[config.mk]
export PLATFORM = sky130hd
export DESIGN_NAME = popcount_enum
export DESIGN_NICKNAME = d
export VERILOG_FILES = /design/src/rtl/popcount_enum.sv
export SDC_FILE = /design/constraint.sdc
export NUM_CORES = 1
export LEC_CHECK = 0
export BUFFER_PORTS_ARGS = -buffer_cell sky130_fd_sc_hd__clkbuf_2
export CORE_ASPECT_RATIO = 0.7
export CORE_MARGIN = 10
export CORE_UTILIZATION = 62
export DETAILED_ROUTE_END_ITERATION = 10
export MAX_ROUTING_LAYER = met4
export PLACE_DENSITY = 0.95
export SETUP_SLACK_MARGIN = 0.05
export SYNTH_ARGS = -nofsm -noshare
export SYNTH_HDL_FRONTEND = slang
export SYNTH_SLANG_ARGS = --single-unit
[constraint.sdc]
create_clock -name clk_i -period 5.1 [get_ports clk_i]
set_input_delay 1.53 -clock clk_i [delete_from_list [all_inputs] [get_ports clk_i]]
set_output_delay 1.53 -clock clk_i [all_outputs]
set_load 0.05 [all_outputs]
[src/rtl/popcount_enum.sv]
// popcount_enum: streams every WIDTH-bit vector whose population count equals
// a requested weight K, in ascending unsigned order, one per output handshake.
// The successor of each vector is computed in one cycle with Gosper's hack,
// using a trailing-zero count in place of the usual division.
module popcount_enum #(
  parameter int WIDTH = 8,
  localparam int CntWidth = $clog2(WIDTH) + 1
) (
  input  logic                clk_i,
  input  logic                rst_i,
  input  logic                req_valid_i,
  output logic                req_ready_o,
  input  logic [CntWidth-1:0] req_weight_i,
  output logic                vec_valid_o,
  input  logic                vec_ready_i,
  output logic [WIDTH-1:0]    vec_o,
  output logic                vec_last_o,
  output logic                err_o
);

  typedef enum logic {
    IDLE,
    EMIT
  } state_t;

  localparam logic [WIDTH:0] One = {{WIDTH{1'b0}}, 1'b1};

  state_t              state;
  logic [WIDTH-1:0]    vec;
  logic [WIDTH-1:0]    top;
  logic                req_ready;
  logic                err;

  logic [WIDTH:0]      x_ext;
  logic [WIDTH:0]      c_ext;
  logic [WIDTH:0]      r_ext;
  logic [WIDTH:0]      tail_ext;
  logic [CntWidth-1:0] ctz;
  logic [WIDTH-1:0]    next_vec;
  logic [WIDTH-1:0]    low_ones;
  logic [WIDTH-1:0]    high_ones;
  logic                weight_bad;
  logic                last;
  logic                unused_carry;

  // Gosper successor: isolate lowest set bit, ripple it up, refill the tail.
  // The shift by ctz(c) replaces the textbook divide by c.
  always_comb begin
    x_ext = {1'b0, vec};
    c_ext = x_ext & (~x_ext + One);
    r_ext = x_ext + c_ext;
    ctz   = '0;
    for (int unsigned i = WIDTH; i > 0; i--) begin
      if (c_ext[i-1]) begin
        ctz = CntWidth'(i - 1);
      end
    end
    tail_ext = ((r_ext ^ x_ext) >> 2) >> ctz;
    next_vec = r_ext[WIDTH-1:0] | tail_ext[WIDTH-1:0];
  end

  // The carry out of r only appears after the final vector, which is never advanced.
  assign unused_carry = r_ext[WIDTH] ^ tail_ext[WIDTH];

  // Decode the requested weight into the first and final vectors of the sequence.
  always_comb begin
    weight_bad = int'(req_weight_i) > WIDTH;
    low_ones   = ~({WIDTH{1'b1}} << req_weight_i);
    high_ones  = ~({WIDTH{1'b1}} >> req_weight_i);
  end

  // Final vector is detected from the registered value, so it never needs r's carry.
  assign last = (state == EMIT) && (vec == top);

  // Request/emit controller with registered handshake and error outputs.
  always_ff @(posedge clk_i) begin
    if (rst_i) begin
      state     <= IDLE;
      vec       <= '0;
      top       <= '0;
      req_ready <= 1'b0;
      err       <= 1'b0;
    end else begin
      err <= 1'b0;
      case (state)
        IDLE: begin
          req_ready <= 1'b1;
          if (req_valid_i && req_ready) begin
            if (weight_bad) begin
              err <= 1'b1;
            end else begin
              state     <= EMIT;
              req_ready <= 1'b0;
              vec       <= low_ones;
              top       <= high_ones;
            end
          end
        end
        EMIT: begin
          if (vec_ready_i) begin
            if (last) begin
              state     <= IDLE;
              req_ready <= 1'b1;
              vec       <= '0;
              top       <= '0;
            end else begin
              vec <= next_vec;
            end
          end
        end
      endcase
    end
  end

  assign req_ready_o = req_ready;
  assign vec_valid_o = (state == EMIT);
  assign vec_o       = vec;
  assign vec_last_o  = last;
  assign err_o       = err;

endmodule

==> metrics.md, run 1 <==
| Metric | Value |
|---|---|
| Slew headroom | about a third |
| RSZ-0062 raised after global routing | false |
| Total length of routed wires | 4740 microns |
| Clock Sinks | 19 |
| Area share of the leading cell type in the synthesized netlist | between 20% and 30% |
| Tmin final | 3.55 ns |
| Worst skew pair latency | approximately 0.26 ns |
| Die height | between 60 and 70 microns |
| Nets | 236 |
| GPL Wtd Cong | 1.00 |
| Slew Limit Fails | 0 |
| Synth Area per Inst | 7.12 sq um |
| Top post-synthesis cells by count | 29 x nor2_1, 22 x a21oi_1, 19 x dfxtp_1, 16 x nand2_1, 10 x buf_2 |
| Post-Syn Nets | around 230 |
| CTS max path bufs | 2 |
| Pwr dens | 337 nW/um^2 |
| Crit. End Element | primary output |
| Sw Pwr | ~260 uW |
| Peak fanout along the critical path | 18 |
| Synth cell types | 56 |
| # Post-CTS Setup Buffers | 0 |
| Most numerous cell in the Yosys netlist | nor2_1 |
| Min-delay src | top[6] |
| Htree depth | 1 |
| Int Power | ~310 uW |
| DR iter-0 viols | 343 |
| Final setup vio count | 0 |
| Yosys warnings | 0 |
| Share of layout cells above drive strength 1 | 15.0% |
| Initial core utilization | 64.6% |
| CTS tree | built |
| Critical path class | register to primary output |
| Area leader, netlist | dfxtp_1 |
| Die X | 80.5 microns |
| Reg2reg end | vec_o[2] |
| CP required | roughly 3.6 ns |
| Startpoint Class | register |
| Share of power burned in registers | between 30% and 40% |
| Number of antenna violations at the first check in global routing | 0 |
| CTS Hold Bufs | 0 |
| Worst EP arrival | 2.02 ns |
| # rows | 15 |
| Die area | roughly 5000 sq um |
| Setup slack, reg-to-reg | 2.69 ns |
| Synth async-reset ratio | 0% |
| Vias | 1,863 |
| Fin crit share | 69.6% |
| Place WS | 1.81 ns |
| Max Freq | 0.282 GHz |
| Cell Area, Synth | between 1500 and 2000 sq um |
| GR Overflow Total | 0 |
| Clock transition at path regs | 0.07 ns |
| PortBufs | 19 |
| HP Class | register to register |
| Vias in the first global route | 1,529 |
| Cells on Worst Hold Path | 2 |
| Seq/Total Area, Yosys | between 20% and 30% |
| DR vias/cell | 7.14 |
| Largest net degree at the start of global routing | 21 |
| Post-DP HPWL | 3460 microns |
| Ports | 20 |
| Clk root buf | clkbuf_8 |
| Remaining antenna violation count | 0 |
| Actual slew at the worst max-slew pin | about 1 ns |
| CP endpoint | vec_last_o |
| Max-Cap Viols | 0 |
| Ant. Diodes | 0 |
| Setup TNS Final | 0 ns |
| Comb pwr share | 46.3% |
| Clock share of power | between 10% and 20% |
| First-pass GRT wire length | between 7000 and 8000 microns |
| DRC errors left | 0 |
| WL/cell | 18.2 microns |
| Final worst slack | 1.55 ns |
| 1st-pass router iterations | 8 |
| Gate Count Post-Synth | 223 |
| Synthesis-to-layout area growth | 5.83% |
| Core area | between 2000 and 2500 sq um |
| Sw frac | 45.9% |
| CTS Buf Count | 3 |
| Synth Register Bits | 19 |
| Origin of the critical flop-to-flop path | vec_o[1] |
| CP startpoint | vec_o[4] |
| Top post-synthesis cells by area | dfxtp_1 24%, a21oi_1 6.9%, nor2_1 6.9% |
| FF-to-FF path depth | 6 |
| Most used flip-flop cell after synthesis | dfxtp_1 |
| Status | completed |
| Clk_skew | slightly above 0.003 ns |
| Post-synth EDFFs | 0 |
| Resized cells post-CTS | 0 |
| VDD IR-drop max | between 0.2 and 0.3 mV |
| All-Layer GR Usage | 18.7% |
| Final Hold Fails | 0 |
| Leakage Power | 0.000584 uW |
## worst max-delay path: stages (launching register included)
cell and delay [ns]:
dfxtp_1 0.77, xnor2_1 0.20, nand4_1 0.16, nor2_1 0.19, and2_1 0.15, clkbuf_2 0.27
## cells by family (layout without fill, tap and decap cells)
kind of cell / count (synthesis) / after routing / synth area share (%)
AND/OR/NAND/NOR: 87 / 87 / 28.2
XOR/XNOR: 8 / 8 / 4.41
buffers and inverters: 26 / 30 / 7.41
AO/OA/AOI/OAI: 80 / 80 / 34.0
multiplexers: 3 / 3 / 1.97
flip-flops: 19 / 19 / 24.0
## cell type report
cell class,instances,area (sq um)
multi-input combinational,178,1090
fill,215,778
sequential,19,380
timing repair buffer,19,95.1
tap,34,42.5
clock buffer,3,41.3
inverter,7,26.3
clock inverter,1,5.00
## routing by layer
metal | vias up | track usage [%] | wire length, microns | share of wire (%)
li1 | 837 | - | - | -
met1 | 850 | 27.7 | 2030 | 43
met2 | 165 | 23.7 | 1960 | 41
met3 | 11 | 6.32 | 718 | 15
met4 | 0 | 2.19 | 37 | 0.78
met5 | - | - | 0 | 0
## power groups by stage
stage                     logic, uW  registers, uW  clock network, uW
after global placement          251            199                  0
final                           262            197                107
after global routing            280            201                115
after CTS                       253            196                107
after detailed placement        251            200                  0
after floorplan                 193            205                  0
## sequential cells by signal, summed over array words and instances (netlist names)
signal	cells
err_o	1
vec_valid_o	1
vec_o	8
top	8
req_ready_o	1
## per-stage QoR
stage	hold slack (ns)	power [uW]	cell area [sq um]	std cells	utilization (%)
final	0.481	566	1680	261	68.3
after global routing	0.529	595	1680	261	68.3
after CTS	0.478	556	1680	261	68.3
after detailed placement	0.468	450	1630	257	66.5
after global placement	0.465	450	1630	257	66.5
after floorplan	0.449	398	1590	223	-
## worst min-delay path by stage
stage / endpoint / slack [ns]
3_3_place_gp: top[6] / 0.47
4_1_cts: top[6] / 0.48
2_1_floorplan: top[4] / 0.45
6_report: top[6] / 0.48
3_5_place_dp: top[6] / 0.47
5_1_grt: top[4] / 0.53
## placed cells by master, fill, tap and decap left out, drive strengths merged, types with 5 or more instances in the layout
master	n
clkbuf	22
xnor2	8
nor3	10
o21ai	13
inv	7
a211oi	7
a21oi	23
o22ai	5
nand2	17
dfxtp	19
nor2	29
nand3	5
No activity file was read; power rests on OpenSTA's default activity.
==> run 2: changes to the inputs <==
--- a/config.mk
+++ b/config.mk
@@ -8,10 +8,10 @@
 export BUFFER_PORTS_ARGS = -buffer_cell sky130_fd_sc_hd__clkbuf_2
 export CORE_ASPECT_RATIO = 0.7
 export CORE_MARGIN = 10
-export CORE_UTILIZATION = 62
+export CORE_UTILIZATION = 52
 export DETAILED_ROUTE_END_ITERATION = 10
 export MAX_ROUTING_LAYER = met4
-export PLACE_DENSITY = 0.95
+export PLACE_DENSITY = 0.86
 export SETUP_SLACK_MARGIN = 0.05
 export SYNTH_ARGS = -nofsm -noshare
 export SYNTH_HDL_FRONTEND = slang
==> constraint.sdc (replaced) <==
create_clock -name clk_i -period 3.11 [get_ports clk_i]
set_input_delay 0.933 -clock clk_i [delete_from_list [all_inputs] [get_ports clk_i]]
set_output_delay 0.933 -clock clk_i [all_outputs]
set_load 0.05 [all_outputs]
==> run 2 against run 1 <==
  * Wire length grew 1.5%
  * Setup slack lost 1.2 ns
  * Power grew 65%
  * Via count fell by 1.6%
  * Final area up 3.2%
  * Global-route usage is 1.8 points lower
  * First-iteration DRC count decreased by 15%
  * Cell count grew 3.4%
  * Flip-flop and latch count did not move
  * Sequential share of layout area shrank 0.70 points
  * Critical path type unchanged
==> metrics.md, run 2 (synthesis results as in run 1) <==
| Metric | Value |
|---|---|
| Leakage Power | 0.000619 uW (+6.0%) |
| Finished Layout Cells | 270 (+3.4%) |
| Most frequent cells in the layout | 29 x nor2_1, 22 x a21oi_1, 19 x dfxtp_1, 19 x clkbuf_2, 16 x nand2_1 |
| Share of power burned in registers | 31.4% (-3.5 points) |
| Synthesis-to-layout area growth | 9.22% |
| All-Layer GR Usage | 16.9% (-1.8 points) |
| Final setup vio count | 0 (unchanged) |
| Status | completed |
| CTS max path bufs | 2 (unchanged) |
| Most common cell after layout, fill and taps aside | nor2_1 |
| Remaining antenna violation count | 0 (unchanged) |
| Clk root buf | clkbuf_8 |
| # rows | 16 (+1) |
| Ports | 20 (unchanged) |
| Number of antenna violations at the first check in global routing | 0 (unchanged) |
| Post-DP HPWL | 3580 microns (+3.6%) |
| Min-delay src | top[4] |
| RSZ-0062 raised after global routing | false |
| First-pass GRT wire length | 7780 microns (+0.99%) |
| Seq. cell area | 380 sq um (unchanged) |
| Clk_skew | 0.00222 ns (-0.000878 ns) |
| Sw frac | 44.9% (-1.0 points) |
| DRC errors left | 0 (unchanged) |
| Largest net degree at the start of global routing | 21 (unchanged) |
| # fillers | 267 (+24%) |
| Resized cells post-CTS | 0 (unchanged) |
| # Post-CTS Setup Buffers | 0 (unchanged) |
| Core area | 2860 sq um (+16%) |
| Ant. Diodes | 0 (unchanged) |
| GR Overflow Total | 0 (unchanged) |
| Htree depth | 1 (unchanged) |
| Cells on Worst Hold Path | 2 (unchanged) |
| Total length of routed wires | 4810 microns (+1.5%) |
| Fin crit share | 87.3% |
| CTS Hold Bufs | 0 (unchanged) |
| Setup TNS Final | 0 ns (unchanged) |
| 1st-pass router iterations | 5 (-3) |
| Tmin final | 2.72 ns |
| Peak fanout along the critical path | 10 (-8) |
| Slew headroom | 39.8% (+5.3 points) |
| Hold EP | top[4] |
| PortBufs | 19 (unchanged) |
| CTS Buf Count | 3 (unchanged) |
| Pwr dens | 539 nW/um^2 (+60%) |
| DR vias/cell | 6.79 (-4.9%) |
| Initial core utilization | 55.5% (-9.1 points) |
| Comb pwr share | 50.3% (+4.0 points) |
| CTS tree | built |
| Slew Limit Fails | 0 (unchanged) |
| Vias in the first global route | 1,494 (-2.3%) |
| DP Cell Count | 266 (+3.5%) |
| Multi-input combinational cell area | 1090 sq um (unchanged) |
| Clock Sinks | 19 (unchanged) |
| Crit. End Element | primary output |
| WL/cell | 17.8 microns (-1.9%) |
| Max Freq | about 0.37 GHz |
| Startpoint Class | register |
| Critical path class | register to primary output |
| DR iter-0 viols | 292 (-15%) |
| Share of layout cells above drive strength 1 | 17.1% (+2.1 points) |
| Clock transition at path regs | 0.07 ns (about the same) |
| Nets | 243 (+3.0%) |
| Final Hold Fails | 0 (unchanged) |
| Int Power | 515 uW (+68%) |
| Actual slew at the worst max-slew pin | 0.902 ns (-0.0794 ns) |
| Worst EP arrival | 1.78 ns (-0.24 ns) |
| Die height | 66.2 microns (+6.2%) |
| Die area | 5700 sq um (+14%) |
| Reg2reg end | vec_o[0] |
| Max-Cap Viols | 0 (unchanged) |
| FF-to-FF path depth | 5 (-1) |
| Worst skew pair latency | 0.26 ns (about the same) |
| Origin of the critical flop-to-flop path | vec_valid_o |
| Vias | 1,833 (-1.6%) |
| VDD IR-drop max | 0.286 mV (+5.1%) |
| Sw Pwr | 420 uW (+61%) |
| HP Class | register to register |
| Die X | 86.0 microns (+6.9%) |
| Clock share of power | 18.3% (-0.6 points) |
| CP required | 2.18 ns (-1.39 ns) |
| Setup slack, reg-to-reg | 0.88 ns (-1.81 ns) |
| GPL Wtd Cong | 0.980 (-2.1%) |
-- run 2: worst max-delay path, stage by stage, from the launching register on --
cell and delay, ns:
dfxtp_1 0.57, xnor2_1 0.17, nand4_1 0.16, nor2_1 0.20, and2_1 0.15, clkbuf_2 0.27
-- run 2: cell type report --
type                            count  share of cell area [%]
Clock buffer                        4                    2.60
Inverter                            7                    1.52
Multi-Input combinational cell    178                    62.8
Sequential cell                    19                    21.9
Tap cell                           36                    2.60
Timing Repair Buffer               26                    8.51
-- run 2: through the flow --
stage	total power, uW	worst slack [ns]	area, sq um	util [%]	hold slack (ns)
floorplan	653	0.318	1590	-	0.449
global placement	753	0.508	1690	59.0	0.461
detailed placement	754	0.431	1690	59.0	0.462
CTS	927	0.430	1730	60.6	0.472
global route	988	0.302	1730	60.6	0.493
finish	934	0.394	1730	60.6	0.468
-- run 2: worst max-delay path by stage --
stage,startpoint,end,slack [ns],cells past startpoint
floorplan,vec_o[5],vec_last_o,0.32,5
global placement,req_weight_i[3],vec_o[0],0.51,6
detailed placement,req_weight_i[2],vec_o[0],0.43,7
CTS,vec_o[6],vec_last_o,0.43,5
global route,vec_o[6],vec_last_o,0.30,5
finish,vec_o[6],vec_last_o,0.39,5
-- run 2: layer usage --
layer | wire, microns | part of all wire [%] | global-route usage [%]
met5 | 0 | 0 | -
met4 | 66 | 1.4 | 1.84
met3 | 700 | 15 | 5.30
met2 | 1930 | 40 | 22.5
met1 | 2120 | 44 | 24.2
-- run 2: power by group through the flow --
| stage | logic, uW | clock network, uW | registers (uW) |
|---|---|---|---|
| floorplan | 317 | 0 | 336 |
| global placement | 456 | 0 | 296 |
| detailed placement | 456 | 0 | 297 |
| CTS | 458 | 177 | 292 |
| global route | 509 | 183 | 296 |
| finish | 470 | 171 | 293 |
